--- src/rtl/xseq_pkg.sv ---
// ============================================================================
// Module  : xseq_pkg
// Brief   : State encodings and transition/output helpers for the X1/X2
//           sequence machine.
// Revision: 1.0
// ============================================================================
`default_nettype none

package xseq_pkg;

    localparam logic [1:0] ST_A = 2'b00;
    localparam logic [1:0] ST_B = 2'b10;
    localparam logic [1:0] ST_C = 2'b11;
    localparam logic [1:0] ST_D = 2'b01;

    // x is {x1, x2}
    function automatic logic [1:0] xseq_next(input logic [1:0] state, input logic [1:0] x);
        logic [1:0] ns;
        ns = ST_A;
        case (state)
            ST_A: ns = (x == 2'b11) ? ST_B : ST_A;
            ST_B: begin
                case (x)
                    2'b01:   ns = ST_C;
                    2'b11:   ns = ST_B;
                    default: ns = ST_A;
                endcase
            end
            ST_C: begin
                case (x)
                    2'b10:   ns = ST_D;
                    2'b11:   ns = ST_B;
                    default: ns = ST_C;
                endcase
            end
            ST_D: ns = x[1] ? ST_D : ST_A;
            default: ns = ST_A;
        endcase
        return ns;
    endfunction

    // Returns {z1, z2}
    function automatic logic [1:0] xseq_z(input logic [1:0] ns, input logic [1:0] x);
        return {ns[1], (ns == ST_B) | ((ns == ST_D) & ~x[0])};
    endfunction

endpackage

`default_nettype wire

--- src/rtl/xseq_ch_fsm.sv ---
// ============================================================================
// Module  : xseq_ch_fsm
// Brief   : One X1/X2 channel: input synchroniser, state and Z registers,
//           C->D event pulse and saturating event counter.
// Revision: 1.0
// ============================================================================
`default_nettype none

module xseq_ch_fsm
    import xseq_pkg::*;
#(
    parameter int SYNC_STAGES = 2,
    parameter int CNT_W       = 8
) (
    input  logic             clk,
    input  logic             rst_n,
    input  logic             en,
    input  logic             x1,
    input  logic             x2,
    input  logic             cnt_clr,
    output logic             z1,
    output logic             z2,
    output logic             evt,
    output logic [CNT_W-1:0] cnt
);

    localparam logic [CNT_W-1:0] c_cnt_max = {CNT_W{1'b1}};
    localparam logic [CNT_W-1:0] c_cnt_one = CNT_W'(1);

    logic [1:0]       w_x;
    logic [1:0]       w_ns;
    logic             w_enter_d;
    logic [1:0]       r_state;
    logic             r_z1;
    logic             r_z2;
    logic             r_evt;
    logic [CNT_W-1:0] r_cnt;

    generate
        if (SYNC_STAGES > 0) begin : g_sync
            logic [1:0] r_sync [SYNC_STAGES];

            // Synchroniser ignores en so a re-enabled channel sees current inputs.
            always_ff @(posedge clk or negedge rst_n) begin
                if (!rst_n) begin
                    for (int i = 0; i < SYNC_STAGES; i++) begin
                        r_sync[i] <= 2'b00;
                    end
                end else begin
                    r_sync[0] <= {x1, x2};
                    for (int i = 1; i < SYNC_STAGES; i++) begin
                        r_sync[i] <= r_sync[i-1];
                    end
                end
            end

            assign w_x = r_sync[SYNC_STAGES-1];
        end else begin : g_bypass
            assign w_x = {x1, x2};
        end
    endgenerate

    assign w_ns      = xseq_next(r_state, w_x);
    assign w_enter_d = (r_state == ST_C) && (w_ns == ST_D);

    always_ff @(posedge clk or negedge rst_n) begin
        if (!rst_n) begin
            r_state <= ST_A;
            r_z1    <= 1'b0;
            r_z2    <= 1'b0;
            r_evt   <= 1'b0;
            r_cnt   <= '0;
        end else begin
            if (en) begin
                r_state      <= w_ns;
                {r_z1, r_z2} <= xseq_z(w_ns, w_x);
                r_evt        <= w_enter_d;
            end else begin
                r_evt        <= 1'b0;
            end

            if (cnt_clr) begin
                r_cnt <= '0;
            end else if (en && w_enter_d && (r_cnt != c_cnt_max)) begin
                r_cnt <= r_cnt + c_cnt_one;
            end
        end
    end

    assign z1  = r_z1;
    assign z2  = r_z2;
    assign evt = r_evt;
    assign cnt = r_cnt;

endmodule

`default_nettype wire

--- src/rtl/xseq_fsm_multi.sv ---
// ============================================================================
// Module  : xseq_fsm_multi
// Brief   : NUM_CH independent X1/X2 sequence machines with packed counters.
// Revision: 1.0
// ============================================================================
`default_nettype none

module xseq_fsm_multi
    import xseq_pkg::*;
#(
    parameter int NUM_CH      = 4,
    parameter int SYNC_STAGES = 2,
    parameter int CNT_W       = 8
) (
    input  logic                    clk,
    input  logic                    rst_n,
    input  logic [NUM_CH-1:0]       en,
    input  logic [NUM_CH-1:0]       x1,
    input  logic [NUM_CH-1:0]       x2,
    output logic [NUM_CH-1:0]       z1,
    output logic [NUM_CH-1:0]       z2,
    output logic [NUM_CH-1:0]       evt,
    input  logic                    cnt_clr,
    output logic [NUM_CH*CNT_W-1:0] cnt
);

    generate
        for (genvar i = 0; i < NUM_CH; i++) begin : g_ch
            xseq_ch_fsm #(
                .SYNC_STAGES (SYNC_STAGES),
                .CNT_W       (CNT_W)
            ) u_ch (
                .clk     (clk),
                .rst_n   (rst_n),
                .en      (en[i]),
                .x1      (x1[i]),
                .x2      (x2[i]),
                .cnt_clr (cnt_clr),
                .z1      (z1[i]),
                .z2      (z2[i]),
                .evt     (evt[i]),
                .cnt     (cnt[i*CNT_W +: CNT_W])
            );
        end
    endgenerate

endmodule

`default_nettype wire

--- config.mk ---
export PLATFORM = sky130hd
export DESIGN_NAME = xseq_fsm_multi
export DESIGN_NICKNAME = d
export VERILOG_FILES = /design/src/rtl/xseq_pkg.sv /design/src/rtl/xseq_ch_fsm.sv /design/src/rtl/xseq_fsm_multi.sv
export SDC_FILE = /design/constraint.sdc
export NUM_CORES = 1
export LEC_CHECK = 0
export ABC_AREA = 1
export CORE_ASPECT_RATIO = 0.8
export CORE_MARGIN = 4
export CORE_UTILIZATION = 53
export DETAILED_ROUTE_END_ITERATION = 8
export GPL_TIMING_DRIVEN = 0
export HOLD_SLACK_MARGIN = 0.05
export PLACE_DENSITY = 0.82
export SLEW_MARGIN = 20
export SYNTH_ARGS = -nofsm -noshare
export SYNTH_HDL_FRONTEND = slang
export SYNTH_SLANG_ARGS = --single-unit
--- constraint.sdc ---
create_clock -name clk -period 1.6 [get_ports clk]
set_clock_uncertainty 0.1 [all_clocks]
set_input_delay 0.48 -clock clk [delete_from_list [all_inputs] [get_ports clk]]
set_output_delay 0.48 -clock clk [all_outputs]
set_load 0.02 [all_outputs]
### Word-level counts from Yosys, hierarchy flattened

Index checks and enable logic that the tools add are counted.

* bits in registers: 68
* input bits: 15

* bitwise logic cells: 12
* add/sub/neg operators: 4
* equal/unequal tests: 36
* muxes and demuxes: 32
* reductions and logical operators: 20

Operators with widths (count)
* $mux 8: 8
* $eq 2x2->1 const B: 20
* $add 8x1->8 const B: 4
* $ne 8x8->1 const B: 4
* $pmux 2 s2: 8
* $pmux 2 s4: 4
* $eq 2x1->1 const B: 12
* $logic_and 1x1->1: 12
* $logic_not 2->1: 4
* $mux 1: 8
* $mux 2: 4
* $reduce_bool 2->1: 4
* $and 1x1->1: 4
* $not 1->1: 4
* $or 1x1->1: 4

### Depth between registers and ports, before layout

Gate-level depths: netlist of the first run.

* depth in word-level cells: 9
* mapped depth: 8

### Modules after synthesis

From an unflattened synthesis of the first run, not the netlist that was laid out.

* cell total of the unflattened synthesis: 416
* area total of the unflattened synthesis: 3293.2 um2

By module, submodules not included
* xseq_ch_fsm: cells each 104, seq. area each 400.4 um2, times used 4, area each 823.3 um2

### Worst setup path after synthesis of the first run

Ideal clock, no wire load.

* kind: register -> register
* start point: reg g_ch[0].u_ch.r_cnt[1]
* end point: reg g_ch[0].u_ch.r_cnt[4]
* path slack: 73 ps
* period minus slack after synthesis: 1527 ps
* arrival: 1309 ps
* cell stages (with the launch flop): 9
* cells stage by stage: dfrtp_1 -> ha_1 -> nand3_1 -> inv_1 -> nand2_1 -> nand2_2 -> nand2_2 -> nand2_1 -> nand2_1

* longest elaborated chain between the ends: 3

Ends and longest elaborated chain
* start: declaration: RTL line xseq_ch_fsm.sv:37 `logic [CNT_W-1:0] r_cnt;`
* start signal: assignment: RTL line xseq_ch_fsm.sv:85 `r_cnt <= r_cnt + c_cnt_one;`
* $add 8x1->8 / $ne 8x8->1 (equally long branches): RTL line xseq_ch_fsm.sv:85, xseq_ch_fsm.sv:84
* $mux 8 / $logic_and 1x1->1 (equally long branches): RTL line xseq_ch_fsm.sv:84 `end else if (en && w_enter_d && (r_cnt != c_cnt_max)) begin`
* $mux 8 / $reduce_bool 2->1 (equally long branches)

Parallel ways exist; a longest one is shown, timed or not. The select of a mux whose other input is x is not followed.
A chain may end at the register's enable or synchronous reset.

### Worst setup path after layout of the first run

* start point: reg g_ch[1].u_ch.r_cnt[0]
* end point: out cnt[8]

RTL lines
* start: declaration: RTL line xseq_ch_fsm.sv:37
* start signal: assignment: RTL line xseq_ch_fsm.sv:85
* end: declaration: RTL line xseq_fsm_multi.sv:24 `output logic [NUM_CH*CNT_W-1:0] cnt`

No word-level cell between the ends.

==> results of run 1 <==
-- registers in the layout, indices dropped and copies added (netlist names) --
name / flops
g_ch.u_ch.evt: 4
g_ch.u_ch.z1: 4
g_ch.u_ch.r_state: 4
g_ch.u_ch.g_sync.r_sync: 8
g_ch.u_ch.w_x: 8
g_ch.u_ch.z2: 4
g_ch.u_ch.cnt: 32
-- synth_stat cells (all sizes together) --
cell / instances
xnor2: 2
inv: 38
nor3: 9
clkbuf: 3
o21ai: 17
buf: 15
o211ai: 4
a31oi: 4
dlygate4sd1: 1
ha: 4
nand3: 73
xor2: 9
nand4: 1
dfrtp: 64
nand2: 129
nor2: 59
-- stage by stage --
step / area (um2) / TNS (ns)
after floorplan: 3393 / 0
after global routing: 4456 / -0.1903
after detailed placement: 4083 / -12.46
after global placement: 4065 / -143.04
after CTS: 4372 / 0
final: 4456 / -0.03745
-- worst max-delay path: cells and delay by family (launching register included) --
family	cells	cell delay [ns]
DFF	1	0.42
buffers and inverters	2	0.29
-- final timing paths --
path / start / end / slack, ns / cells after the start
setup / recovery: g_ch[1].u_ch.cnt[0] / cnt[8] / -0.04 / 2
hold / removal: g_ch[0].u_ch.g_sync.r_sync[3] / g_ch[0].u_ch.w_x[1] / 0.25 / 0
setup reg to reg: g_ch[1].u_ch.z1 / g_ch[1].u_ch.cnt[1] / 0.01 / 8
hold reg to reg: g_ch[0].u_ch.g_sync.r_sync[3] / g_ch[0].u_ch.w_x[1] / 0.25 / 0
max in group asynchronous: rst_n / g_ch[2].u_ch.cnt[3] / 0.38 / 3
min in group asynchronous: rst_n / g_ch[0].u_ch.cnt[7] / 0.48 / 2
-- final cells by class --
class | instances | area [um2] | area share, %
Sequential cell | 64 | 1617 | 36.28
Multi-Input combinational cell | 311 | 1562 | 35.05
Timing Repair Buffer | 91 | 708.2 | 15.89
Clock buffer | 13 | 168.9 | 3.791
Inverter | 38 | 142.6 | 3.201
Buffer | 17 | 141.4 | 3.173
Tap cell | 81 | 101.3 | 2.275
Clock inverter | 3 | 15.01 | 0.3370
-- power by group --
part           internal [W]  switching, W
sequential          0.00168     0.0000402
clock              0.000682      0.000613
combinational      0.000208      0.000284
-- layer usage --
layer	GRT usage [%]	up-vias
met5	0	-
met4	8.575	0
met3	6.812	19
met2	38.85	139
met1	28.18	1596
li1	-	1577
-- what timing repair did --
action	CTS	global route
gates resized for setup	175	42
hold buffers	1	0
setup buffers	26	6
cloned	0	0
endpoints found under the setup margin	49	51
hold endpoints to repair	25	0
pin swaps	0	2
-- logic make-up after synthesis --
family	count (synthesis)	share of synthesized area (%)
AO/OA/AOI/OAI	25	4.130
XOR/XNOR	11	2.839
flip-flops	64	47.20
buffers and inverters	57	8.702
AND/OR/NAND/NOR	271	35.66
adder cells (fa/ha/maj)	4	1.475
==> results_dict.tcl, run 1 <==
set metrics [dict create \
    dr.pass1.iters 5 \
    grt_pass1_vias 3163 \
    ioPinCount 59 \
    status "finished, violations left" \
    post-route-min-period_ns 1.637 \
    syn2layout_area_growth_pct 31.31 \
    synth.top_cell.area_share_pct 47.20 \
    grtUsageTotal_pct 23.02 \
    ys_ff_latch 64 \
    worst_skew_pair.late_latency_ns 0.35 \
    met3_length_um 599 \
    synth_cell_types 24 \
    highest_layer "met4" \
    syn-num-nets 451 \
    grt_max_degree 40 \
    placedCellCount 571 \
    timing.critical_path.from_type "flop" \
    synthCells 432 \
    core-area_um2 6068 \
    yosysSeqAreaShare_pct 47.20 \
    overflow 0 \
    arrival_ns 1.06 \
    critPathKind "flop to primary output" \
    whs_ns 0.2489 \
    path_cells "buf_4 -> buf_4" \
    tightestPinTransition_ns 0.5311 \
    end_kind "primary output" \
    setup_viol 1 \
    ys.warnings.count 0 \
    fillCellCount 454 \
    cts_tree "yes" \
    ant_nets 0 \
    io_buffers 57 \
    antenna_found_initial 0 \
    syn_area_per_cell_um2 7.855 \
    hold_path.class "flop to flop" \
    ctsHtreeMaxLevel 3 \
    wl_met1_mm 3.615 \
    wire_per_inst_um 14.09 \
    p_leak_nw 2.284 \
    rows 25 \
    drive_gt1_share_pct 27.93 \
    cts.sinks 64 \
    violations "setup timing" \
    die_w_um 97.46 \
    ir_drop_mv 0.6595 \
    mostFrequentLayoutCell "nand2_1" \
    cp_slowest_stage_delay_ns 0.42 \
    maxSlewViolCount 0 \
    period_share_pct 102.3 \
    drcViolationCount 0 \
    path_max_fanout 3 \
    power.total_w 0.003507 \
    final_cell_mix "nand2_1 (115), nand3_1 (72), nor2_1 (52), dfrtp_1 (52), buf_4 (43)" \
    clkTransAtPathRegs_ns 0.06 \
    yosysTopAreaCell "dfrtp_1" \
    dr.first_iter.drc_count 235 \
    cts_root_buf "clkbuf_8" \
    synth_area_leaders "dfrtp_1 (47%), nand2_1 (13%), nand3_1 (11%)" \
    routabilityCongestion 0.8457 \
    cap_violations 0 \
    critPathSlowestCell "dfrtp_1" \
    clock_path_buffers 2 \
    required_ns 1.02 \
    stdcell_count 618 \
    power.density_nw_per_um2 787.2 \
    rsz0062_at_grt "yes" \
    die_h_um 79.57 \
    die_area_um2 7754 \
    wirelength_mm 8.708 \
    vias 3331 \
    syn-cell-area_um2 3393 \
    cp_common_cell "buf_4" \
    grt_pass1_wl_mm 14.35 \
    start_util_pct 55.92 \
    hpwl_mm 5.508 \
    fmax_ghz 0.6107 \
    viasPerCell 5.390 \
    nets 551 \
    max_slew_margin_pct 64.59 \
    postLayoutCoreUtil_pct 73.42 \
    cts_made_buffers 9 \
    n_antenna_cell 0 \
    post-place-ws_ns -0.3732 \
    met2_wirelength_mm 4.348 \
    hold_viol 0 \
    fin_ws_ns -0.03745 \
]
Power figures use the tool's default switching activity.
==> inputs of run 2 (changes only) <==
--- a/config.mk
+++ b/config.mk
@@ -8,11 +8,12 @@
 export ABC_AREA = 1
 export CORE_ASPECT_RATIO = 0.8
 export CORE_MARGIN = 4
-export CORE_UTILIZATION = 53
+export CORE_UTILIZATION = 55
 export DETAILED_ROUTE_END_ITERATION = 8
+export DONT_BUFFER_PORTS = 1
 export GPL_TIMING_DRIVEN = 0
 export HOLD_SLACK_MARGIN = 0.05
-export PLACE_DENSITY = 0.82
+export PLACE_DENSITY = 0.72
 export SLEW_MARGIN = 20
 export SYNTH_ARGS = -nofsm -noshare
 export SYNTH_HDL_FRONTEND = slang
==> run 2 against run 1 <==
  * Largest power group unchanged
  * Routed wire length fell by 15%
  * Total power shrank 7.1%
  * The flow finishes with violations (hold timing)
  * Setup slack gained 0.11 ns
  * Flip-flop and latch count did not move
  * Maximum frequency grew 7.5%
==> results_dict.tcl, run 2 (same netlist as run 1, synthesis figures left out) <==
set metrics [dict create \
    hold_path.class "input port to async pin" \
    arrival_ns 0.94 \
    cap_violations 0 \
    met3_length_um 527 \
    hpwl_mm 4.920 \
    rows 25 \
    highest_layer "met4" \
    wl_met1_mm 3.270 \
    cts_tree "yes" \
    violations "hold timing" \
    ir_drop_mv 0.5946 \
    clock_path_buffers 2 \
    cp_slowest_stage_delay_ns 0.43 \
    timing.critical_path.from_type "flop" \
    tightestPinTransition_ns 0.5018 \
    fmax_ghz 0.6567 \
    grtUsageTotal_pct 20.32 \
    period_share_pct 95.17 \
    cts_made_buffers 9 \
    final_cell_mix "nand2_1 (113), nand3_1 (72), nor2_1 (53), dfrtp_1 (46), inv_1 (34)" \
    setup_viol 0 \
    die_area_um2 7498 \
    cts.sinks 64 \
    grt_max_degree 65 \
    overflow 0 \
    grt_pass1_wl_mm 11.93 \
    maxSlewViolCount 0 \
    dr.pass1.iters 4 \
    path_max_fanout 5 \
    vias 2851 \
    clkTransAtPathRegs_ns 0.07 \
    fillCellCount 521 \
    wire_per_inst_um 13.70 \
    whs_ns -0.2614 \
    wirelength_mm 7.412 \
    mostFrequentLayoutCell "nand2_1" \
    core-area_um2 5943 \
    seq_area_um2 1624 \
    postLayoutCoreUtil_pct 65.39 \
    status "finished, violations left" \
    placed_area_um2 3495 \
    finalInstanceArea_um2 3886 \
    ioPinCount 59 \
    critPathKind "flop to primary output" \
    max_slew_margin_pct 66.54 \
    post-route-min-period_ns 1.523 \
    ant_nets 0 \
    grt_pass1_vias 2558 \
    cts_root_buf "clkbuf_8" \
    worst_skew_pair.late_latency_ns 0.33 \
    path_cells "buf_4" \
    ctsHtreeMaxLevel 3 \
    nets 476 \
    required_ns 1.02 \
    hold_viol 64 \
    drcViolationCount 0 \
    p_leak_nw 1.818 \
    routabilityCongestion 0.8110 \
    critPathSlowestCell "dfrtp_1" \
    drive_gt1_share_pct 19.13 \
    power.density_nw_per_um2 838.4 \
    viasPerCell 5.270 \
    largest_register_ffs 32 \
    fin_ws_ns 0.07723 \
    dr.first_iter.drc_count 153 \
    die_w_um 95.82 \
    n_antenna_cell 0 \
    post-place-ws_ns -0.1665 \
    crit_family "flip-flops" \
    end_kind "primary output" \
    syn2layout_area_growth_pct 14.53 \
    io_buffers 0 \
    start_util_pct 57.09 \
    crit_buf_inv 1 \
    met2_wirelength_mm 3.497 \
    die_h_um 78.26 \
    multi_input_area_um2 1595 \
    antenna_found_initial 0 \
]
-- run 2: per-layer routing --
metal  global-route usage [%]  vias up
met3                    7.471       12
met1                    26.90     1313
met2                    30.95       92
met4                    6.392        0
met5                        0        -
li1                         -     1434
-- run 2: through the flow --
stage | hold slack [ns] | instances | setup TNS (ns) | power [W]
CTS | -0.2803 | 527 | 0 | 0.003283
global route | -0.2947 | 541 | -0.04393 | 0.003412
detailed placement | 0.08591 | 513 | -2.683 | 0.002055
global placement | 0.08574 | 513 | -2.025 | 0.002042
finish | -0.2614 | 541 | 0 | 0.003258
floorplan | 0.08441 | 432 | 0 | 0.001999
-- run 2: power breakdown --
group | leakage, nW | internal, W | switching [W]
combinational | 0.918 | 0.000115 | 0.000192
sequential | 0.812 | 0.00168 | 0.0000531
clock | 0.0886 | 0.000674 | 0.000542
total | 1.82 | 0.00247 | 0.000787
-- run 2: area by class of cell --
cell class | count | share of cell area [%]
buffer | 19 | 3.928
clock buffer | 14 | 4.443
inverter | 38 | 3.670
multi-input combinational | 314 | 41.05
sequential | 64 | 41.79
tap | 81 | 2.608
timing repair buffer | 11 | 2.511
-- run 2: what timing repair did --
action / 4_1_cts / 5_1_grt
resized for setup: 14 / 22
pin swaps: 0 / 8
buffers inserted: 0 / 5
hold endpoints to repair: 64 / 70
endpoints found under the setup margin: 32 / 30
cloned: 0 / 3
-- run 2: path summary, 6_finish.rpt --
| kind | slack (ns) | from | to | cells after the start |
|---|---|---|---|---|
| setup / recovery | 0.08 | g_ch[1].u_ch.z1 | z1[1] | 1 |
| hold / removal | -0.26 | rst_n | g_ch[1].u_ch.cnt[3] | 0 |
| setup reg to reg | 0.08 | g_ch[0].u_ch.cnt[1] | g_ch[0].u_ch.cnt[3] | 8 |
| hold reg to reg | 0.25 | g_ch[1].u_ch.g_sync.r_sync[3] | g_ch[1].u_ch.w_x[1] | 0 |
| max in group asynchronous | 1.54 | rst_n | g_ch[0].u_ch.cnt[3] | 0 |
| min in group clk | 0.07 | x1[3] | g_ch[3].u_ch.g_sync.r_sync[3] | 0 |
==> inputs of run 3 (changes only) <==
--- a/config.mk
+++ b/config.mk
@@ -11,7 +11,6 @@
 export CORE_UTILIZATION = 55
 export DETAILED_ROUTE_END_ITERATION = 8
 export DONT_BUFFER_PORTS = 1
-export GPL_TIMING_DRIVEN = 0
 export HOLD_SLACK_MARGIN = 0.05
 export PLACE_DENSITY = 0.72
 export SLEW_MARGIN = 20
==> run 3 against run 2 <==
  * The run still ends with hold timing left
  * Flip-flop and latch count unchanged
  * Cell area increased by 0.97%
  * Global-route usage up 0.40 points
  * Utilization grew 0.63 points
  * Combinational power decreased by 15%
==> results_dict.tcl, run 3 (same netlist as run 1, synthesis figures left out) <==
set metrics [dict create \
    dr.pass1.iters 5 \
    cts_made_buffers 9 \
    ioPinCount 59 \
    met2_wirelength_mm 3.222 \
    start_util_pct 57.09 \
    ir_drop_mv 0.3948 \
    power.share.sequential_pct 53.1 \
    switching_share_pct 24.27 \
    whs_ns -0.2590 \
    max_slew_margin_pct 74.69 \
    placedCellCount 534 \
    ctsHtreeMaxLevel 3 \
    antenna_found_initial 0 \
    path_cells "buf_4" \
    hold_viol 64 \
    critPathKind "flop to primary output" \
    rsz0062_at_grt "no" \
    cap_violations 0 \
    largest_register_ffs 32 \
    overflow 0 \
    setup_viol 0 \
    wl_met1_mm 3.266 \
    cts_root_buf "clkbuf_8" \
    worst_skew_pair.late_latency_ns 0.33 \
    core-area_um2 5943 \
    grt_pass1_wl_mm 12.32 \
    nets 490 \
    dr.first_iter.drc_count 112 \
    highest_layer "met4" \
    post-route-min-period_ns 1.537 \
    grt_max_degree 65 \
    rows 25 \
    crit_buf_inv 1 \
    io_buffers 0 \
    vias 2809 \
    clock_path_buffers 2 \
    die_h_um 78.26 \
    post-place-ws_ns 0.1261 \
    timing.critical_path.from_type "flop" \
    cts.sinks 64 \
    violations "hold timing" \
    crit_family "flip-flops" \
    p_leak_nw 1.950 \
    fmax_ghz 0.6504 \
    tightestPinTransition_ns 0.3768 \
    die_area_um2 7498 \
    cp_slowest_stage_delay_ns 0.45 \
    viasPerCell 5.043 \
    p_int_w 0.002491 \
    stdcell_count 557 \
    routabilityCongestion 0.7997 \
    hold_path.class "input port to async pin" \
    clkTransAtPathRegs_ns 0.06 \
    critPathSlowestCell "dfrtp_2" \
    end_kind "primary output" \
    fin_ws_ns 0.06259 \
    wire_per_inst_um 12.50 \
    power_switching_w 0.0007985 \
    cts_tree "yes" \
    syn2layout_area_growth_pct 15.63 \
    maxSlewViolCount 0 \
    period_share_pct 96.09 \
    required_ns 1.02 \
    postLayoutCoreUtil_pct 66.02 \
    mostFrequentLayoutCell "nand2_1" \
    wirelength_mm 6.964 \
    status "finished, violations left" \
    placed_area_um2 3655 \
    clkPwrFrac_pct 39.0 \
    die_w_um 95.82 \
    ant_nets 0 \
    final_cell_mix "nand2_1 (118), nand3_1 (72), dfrtp_1 (57), nor2_1 (53), buf_4 (39)" \
    path_max_fanout 7 \
    drcViolationCount 0 \
    drive_gt1_share_pct 17.65 \
    n_antenna_cell 0 \
    hpwl_mm 5.112 \
    arrival_ns 0.96 \
    power.density_nw_per_um2 838.4 \
    grtUsageTotal_pct 20.71 \
    power.share.combinational_pct 7.9 \
    met3_length_um 457 \
    grt_pass1_vias 2671 \
    tns_ns 0 \
    finalInstanceArea_um2 3924 \
]
==> run 3: cell types whose count changed in the layout (fill, tap and decap cells not counted), moves of 5 or more <==
cell	before	now
nand2_1	113	118
nand2_2	14	7
clkbuf_8	15	9
buf_4	17	39
dfrtp_1	46	57
dfrtp_2	18	7
==> run 3: per-layer routing <==
layer	global-route usage, %	vias up
met1	28.61	1276
met3	7.184	2
li1	-	1460
met4	4.688	0
met5	0	-
met2	31.44	71
==> run 3: worst paths after layout <==
check / from / slack, ns / endpoint / cells after the start
hold / removal: rst_n / -0.26 / g_ch[1].u_ch.g_sync.r_sync[2] / 0
setup / recovery: g_ch[0].u_ch.cnt[2] / 0.06 / cnt[2] / 1
hold reg to reg: g_ch[1].u_ch.g_sync.r_sync[2] / 0.25 / g_ch[1].u_ch.w_x[0] / 0
setup reg to reg: g_ch[1].u_ch.cnt[1] / 0.11 / g_ch[1].u_ch.cnt[6] / 6
max in group asynchronous: rst_n / 1.55 / g_ch[0].u_ch.cnt[3] / 0
min in group clk: x2[0] / 0.08 / g_ch[0].u_ch.g_sync.r_sync[2] / 0
==> run 3: area by class of cell <==
cell class	instances	area, um2
repair buffers	47	382.9
clock buffers	12	135.1
clock inverters	4	45.04
flip-flops and latches	64	1610
inverters	38	142.6
multi-input cells	311	1506
fillers	500	2019
well taps	81	101.3
==> run 3: what timing repair did <==
item	CTS	global route
setup buffers	0	0
resized for setup	0	10
endpoints found under the hold margin	64	71
setup endpoints to repair	0	10
==> run 3: metrics by stage <==
| stage | hold slack (ns) | total power, W |
|---|---|---|
| finish | -0.2590 | 0.003290 |
| global route | -0.2933 | 0.003460 |
| CTS | -0.2803 | 0.003330 |
| detailed placement | 0.08574 | 0.002024 |
| global placement | 0.08566 | 0.002009 |
| floorplan | 0.08441 | 0.001999 |
==> run 3: power groups by stage <==
stage	combinational (W)	clock [W]	sequential, W
global route	0.000292	0.00141	0.00175
CTS	0.000247	0.00134	0.00175
detailed placement	0.000246	0	0.00178
global placement	0.000236	0	0.00177
finish	0.000260	0.00128	0.00175
floorplan	0.000248	0	0.00175
